==> config.mk <==
export PLATFORM = sky130hd
export DESIGN_NAME = adc14_to_axis_m
export DESIGN_NICKNAME = d
export VERILOG_FILES = /design/src/rtl/adc14_to_axis_m.sv
export SDC_FILE = /design/constraint.sdc
export NUM_CORES = 1
export LEC_CHECK = 0
export ABC_CLOCK_PERIOD_IN_PS = 3200
export BUFFER_PORTS_ARGS = -buffer_cell sky130_fd_sc_hd__buf_2
export CAP_MARGIN = 20
export CORE_AREA = 2 2 165 184
export CTS_CLUSTER_DIAMETER = 200
export CTS_CLUSTER_SIZE = 16
export DETAILED_ROUTE_END_ITERATION = 10
export DIE_AREA = 0 0 167 186
export GPL_TIMING_DRIVEN = 0
export HOLD_SLACK_MARGIN = 0.1
export PLACE_DENSITY = 0.71
export SLEW_MARGIN = 25
export SYNTH_ARGS = -nofsm -noshare
export SYNTH_HDL_FRONTEND = slang
export SYNTH_SLANG_ARGS = --single-unit
==> constraint.sdc <==
create_clock -name M_AXIS_ACLK -period 3.2 [get_ports M_AXIS_ACLK]
set_input_delay 0.16 -clock M_AXIS_ACLK [delete_from_list [all_inputs] [get_ports M_AXIS_ACLK]]
set_output_delay 0.16 -clock M_AXIS_ACLK [all_outputs]
set_load 0.05 [all_outputs]
==> src/rtl/adc14_to_axis_m.sv <==
// ADC receive front end: registers the 14-bit offset-binary ADC bus, converts to two's complement
// and streams fixed-length packets out through a first-word-fall-through FIFO.
module adc14_to_axis_m #(
  parameter int C_M_AXIS_TDATA_WIDTH = 32,
  parameter int PACKET_LEN           = 1024,
  parameter int FIFO_DEPTH_LOG2      = 4
) (
  input  logic                                M_AXIS_ACLK,
  input  logic                                M_AXIS_ARESET,
  input  logic                                streamEnable,
  input  logic                                testMode,
  input  logic [13:0]                         ADC_data,
  input  logic                                ADC_otr,
  output logic                                ClockToADC,
  output logic [2:0]                          state,
  output logic                                M_AXIS_TVALID,
  output logic [C_M_AXIS_TDATA_WIDTH-1:0]     M_AXIS_TDATA,
  output logic [(C_M_AXIS_TDATA_WIDTH/8)-1:0] M_AXIS_TSTRB,
  output logic                                M_AXIS_TLAST,
  input  logic                                M_AXIS_TREADY
);

  localparam int DEPTH = 1 << FIFO_DEPTH_LOG2;
  localparam int CNT_W = FIFO_DEPTH_LOG2 + 1;
  localparam int PKT_W = (PACKET_LEN > 2) ? $clog2(PACKET_LEN) : 1;

  typedef enum logic [1:0] {
    IDLE   = 2'b00,
    STREAM = 2'b01,
    TEST   = 2'b10
  } fsm_t;

  function automatic logic signed [15:0] offset_to_twos(input logic [13:0] d);
    logic [13:0] s;
    s = {~d[13], d[12:0]};
    return {{2{s[13]}}, s};
  endfunction

  function automatic logic signed [15:0] sext14(input logic [13:0] c);
    return {{2{c[13]}}, c};
  endfunction

  fsm_t                     fsm, fsm_nxt;
  logic                     overflow;
  logic [PKT_W-1:0]         pkt_cnt;
  logic [13:0]              test_cnt;
  logic [13:0]              adc_data_p0;
  logic                     adc_otr_p0;
  logic signed [15:0]       sample_p0;
  logic                     otr_src;
  logic [17:0]              mem [DEPTH];
  logic [17:0]              head;
  logic [FIFO_DEPTH_LOG2-1:0] wr_ptr, rd_ptr;
  logic [CNT_W-1:0]         count;
  logic                     full, wr_acc, rd_en, pkt_last;

  // ODDR with D1=0, D2=1 drives the inverse of the fabric clock; no reset involvement.
  assign ClockToADC = ~M_AXIS_ACLK;

  // Stage A: IOB capture of the ADC pins, every edge
  always_ff @(posedge M_AXIS_ACLK or posedge M_AXIS_ARESET) begin
    if (M_AXIS_ARESET) begin
      adc_data_p0 <= '0;
      adc_otr_p0  <= 1'b0;
    end else begin
      adc_data_p0 <= ADC_data;
      adc_otr_p0  <= ADC_otr;
    end
  end

  always_comb begin
    sample_p0 = offset_to_twos(adc_data_p0);
    otr_src   = adc_otr_p0;
    if (fsm == TEST) begin
      sample_p0 = sext14(test_cnt);
      otr_src   = 1'b0;
    end
  end

  // Fullness is judged before the same-edge pop, so a full FIFO drops even while draining.
  assign full     = (count == CNT_W'(DEPTH));
  assign wr_acc   = (fsm != IDLE) && !full;
  assign rd_en    = (count != '0) && M_AXIS_TREADY;
  assign pkt_last = (pkt_cnt == PKT_W'(PACKET_LEN - 1));

  always_comb begin
    fsm_nxt = fsm;
    case (fsm)
      IDLE: begin
        if (testMode)          fsm_nxt = TEST;
        else if (streamEnable) fsm_nxt = STREAM;
      end
      STREAM: if (wr_acc && pkt_last && !streamEnable) fsm_nxt = IDLE;
      TEST:   if (wr_acc && pkt_last && !testMode)     fsm_nxt = IDLE;
      default: fsm_nxt = IDLE;
    endcase
  end

  always_ff @(posedge M_AXIS_ACLK or posedge M_AXIS_ARESET) begin
    if (M_AXIS_ARESET) begin
      fsm      <= IDLE;
      overflow <= 1'b0;
      pkt_cnt  <= '0;
      test_cnt <= '0;
      wr_ptr   <= '0;
      rd_ptr   <= '0;
      count    <= '0;
    end else begin
      fsm <= fsm_nxt;
      if ((fsm != IDLE) && full) overflow <= 1'b1;

      if (fsm == IDLE)  pkt_cnt <= '0;
      else if (wr_acc)  pkt_cnt <= pkt_last ? '0 : pkt_cnt + 1'b1;

      if ((fsm == IDLE) && (fsm_nxt == TEST)) test_cnt <= '0;
      else if ((fsm == TEST) && wr_acc)       test_cnt <= test_cnt + 1'b1;

      if (wr_acc) wr_ptr <= wr_ptr + 1'b1;
      if (rd_en)  rd_ptr <= rd_ptr + 1'b1;
      case ({wr_acc, rd_en})
        2'b10:   count <= count + 1'b1;
        2'b01:   count <= count - 1'b1;
        default: count <= count;
      endcase
    end
  end

  // FIFO storage: {tlast, otr, sample}
  always_ff @(posedge M_AXIS_ACLK) begin
    if (wr_acc) mem[wr_ptr] <= {pkt_last, otr_src, sample_p0};
  end

  assign head          = mem[rd_ptr];
  assign M_AXIS_TVALID = (count != '0);
  assign M_AXIS_TDATA  = M_AXIS_TVALID ? {{(C_M_AXIS_TDATA_WIDTH-17){1'b0}}, head[16:0]} : '0;
  assign M_AXIS_TLAST  = M_AXIS_TVALID && head[17];
  assign M_AXIS_TSTRB  = '1;
  assign state         = {overflow, fsm};

endmodule

==> flow_summary.toml <==
[run_status]
status = "finished, final reports clean"

[setup_path]
slowest_stage = "a221o_1"
r2r_end = "count[4]"
worst_path_largest_cell_delay_ns = 0.44
critPathTopFamily = "buffers and inverters"
critPathKind = "flip-flop to output port"
crit_start = "rd_ptr[1]"
start_kind = "flip-flop"
critical_path_required_ns = 3.04
path_buf_inv = 5
crit_fanout = 10
worstPathArrival_ns = 2.87
worstPathCellList = "buf_4 -> buf_6 -> buf_2 -> mux4_2 -> a221o_1 -> buf_4 -> buf_2"
reg2regPathDepth = 10
worst_setup_path_end_kind = "output port"
rrSetupSlack_ns = 0.31
r2r_start = "count[4]"

[yosys]
yosys_warnings = 0
ys_async_sr_fraction_pct = 17.7
ys_ff_latch = 311
ys_types = 55
syn_inst = 695
synth_edf_count = 256
synth_ff_type = "edfxtp_1"
syn_area_per_cell_um2 = 18.3
ys_seq_area_share_pct = 71.4
netlist_area_um2 = 12700

[clock_network]
h-tree-depth = 1
cts_root_buf = "clkbuf_16"
cts_made_buffers = 23
tritoncts = "built"
clk_transition_reported_paths_ns = 0.08
cts_buffer_depth = 3
clk_latency_ns = 0.51

[sta]
tightest_slew_ns = 0.948
hold_viol = 0
setup-violations-final = 0
final.setup.tns_ns = 0
setup_ws_ns = 0.173
finClkSkew_ns = 0.0123
layout_min_cycle_time_ns = 3.03
max_slew_margin_pct = 36.4
fin_crit_sh_pct = 94.6
rsz0062_at_grt = "false"
slew_viol_final = 0
fmax_ghz = 0.330

[global_routing]
overflow = 0
grt_max_degree = 39
grt_pass1_vias = 6457
antenna_found_initial = 0
grt_pass1_wl_um = 38300
grtUsageTotal_pct = 16.0

[die]
boundaryPins = 62
start_util_pct = 43.5
die_height_um = 186
die_area_um2 = 31100
coreArea_um2 = 29200
num_rows = 66
dieWidth_um = 167

[detailed_routing]
drc = 0
ant_nets = 0
drt_iter0_markers = 443
routed_via_density = 5.29
vias = 6421
drt_wl_total_um = 24400
dr.pass1.iters = 5
wl_per_cell_um = 20.1

[pwr]
ir_drop_mv = 0.780
powerDensity_nw_per_um2 = 996
leakagePower_nw = 5.16

[placed_design]
gp_congestion = 0.761
dpl_cell_area_um2 = 13800
hpwlAfterDp_um = 16800
port_buffers = 42
dp_slack_ns = -0.129

[layout]
fillers = 2352
diodes = 0
stdcell_area_um2 = 14600
drive_above_1_share_pct = 29.9
area_delta_synth_final_pct = 15.2
nets = 855

[min_path]
min_path_type = "primary input to async pin"

[job]
maxCapViolations = 0
[timing repair]
action | 4_1_cts | 5_1_grt
buffers inserted | 2 | 0
pin swaps | 1 | 0
endpoints found under the setup margin | 19 | 12
hold buffers | 19 | 0
hold endpoints to repair | 76 | 0
gates resized for setup | 11 | 3
[worst max-delay path by stage]
| stage | to | slack (ns) | cells past startpoint |
|---|---|---|---|
| 6_report | M_AXIS_TDATA[15] | 0.17 | 7 |
| 5_1_grt | M_AXIS_TDATA[15] | 0.01 | 7 |
| 4_1_cts | M_AXIS_TDATA[0] | 0.02 | 6 |
| 3_5_place_dp | count[4] | -0.13 | 10 |
| 3_3_place_gp | mem[0][10] | -1.10 | 4 |
| 2_1_floorplan | mem[3][0] | 0.13 | 4 |
[per-stage QoR]
| step | util (%) | std cells | total power, mW | hold slack [ns] |
|---|---|---|---|---|
| 5_1_grt | 50.2 | 1213 | 15.3 | 0.147 |
| 4_1_cts | 50.1 | 1215 | 14.7 | 0.116 |
| 2_1_floorplan | - | 712 | 10.3 | 0.191 |
| 3_5_place_dp | 47.2 | 1153 | 12.0 | 0.122 |
| 3_3_place_gp | 46.1 | 1128 | 11.7 | 0.267 |
| 6_report | 50.2 | 1213 | 14.6 | 0.124 |
[final cells by class]
| type | count | area, um^2 | share of cell area [%] |
|---|---|---|---|
| inverter | 16 | 62.6 | 0.428 |
| tap | 374 | 468 | 3.20 |
| clock inverter | 2 | 12.5 | 0.0856 |
| clock buffer | 41 | 644 | 4.41 |
| sequential | 311 | 9060 | 62.0 |
| timing repair buffer | 87 | 671 | 4.59 |
| buffer | 50 | 330 | 2.26 |
| multi-input combinational | 332 | 3370 | 23.1 |
[synth_stat cells, types with 4 or more instances]
cell type,instances,area [um^2]
a31oi_1,4,25.0
nor3_1,10,50.1
o21ai_0,12,60.1
nand2_1,33,124
nor2_1,23,86.3
buf_4,23,173
dfrtp_1,55,1380
buf_6,4,45.0
nand2b_1,4,25.0
mux4_2,64,1440
mux2_2,24,270
edfxtp_1,256,7690
xnor2_1,12,105
a221o_1,16,160
nand4_1,7,43.8
or3_1,6,37.5
mux2i_1,7,70.1
and2b_1,8,60.1
ha_1,11,138
nand3_1,9,45.0
a21oi_1,14,70.1
buf_2,9,45.0
nor2b_1,9,56.3
buf_1,5,18.8
clkbuf_1,11,41.3
inv_1,17,63.8
[placed cells by master (no fill, tap or decap), types with 12 or more instances in the layout]
cell,netlist,layout
buf_4,23,38
buf_6,4,12
mux4_2,64,64
mux2_2,24,24
nor2_2,0,13
edfxtp_1,256,256
a221o_1,16,16
clkbuf_16,0,23
a21oi_1,14,12
conb_1,2,19
inv_1,17,16
dlygate4sd3_1,0,19
xnor2_1,12,12
clkbuf_1,11,23
buf_2,9,51
nand2_1,33,33
dfrtp_1,55,55
[sequential cells by signal, summed over array words and instances, names as in the netlist]
| name | flops |
|---|---|
| count | 5 |
| fsm | 2 |
| overflow | 1 |
| pkt_cnt | 10 |
| adc_otr_p0 | 1 |
| test_cnt | 14 |
| mem | 256 |
| adc_data_p0 | 14 |
| rd_ptr | 4 |
| wr_ptr | 4 |
[layer usage]
metal | GRT usage [%] | part of all wire, % | vias to the layer above
met3 | 2.25 | 4.7 | 20
met1 | 21.3 | 43 | 3272
met4 | 3.14 | 1.2 | 0
met2 | 28.5 | 51 | 177
met5 | 0 | 0 | -
li1 | - | - | 2952
[worst min-delay path: cells and delay by family]
family	cells	cell delay [ns]
buffers and inverters	3	0.86
[kinds of logic (layout without fill, tap and decap cells)]
| logic type | after synthesis | count (layout) | synth area share, % |
|---|---|---|---|
| buf+inv | 69 | 196 | 3.05 |
| compound gates | 65 | 65 | 3.71 |
| flops | 311 | 311 | 71.4 |
| mux | 98 | 98 | 14.3 |
| fa+ha+maj | 12 | 12 | 1.24 |
| other cells | 2 | 19 | 0.0592 |
| simple gates | 124 | 124 | 5.27 |
| xor+xnor | 14 | 14 | 0.966 |
[power breakdown]
| group | internal [mW] | leakage, nW | switching (mW) |
|---|---|---|---|
| clock network | 1.37 | 0.317 | 1.33 |
| registers | 5.65 | 3.00 | 0.405 |
| logic | 2.22 | 1.85 | 3.60 |
Note: power is estimated with default switching activity, not from simulation.
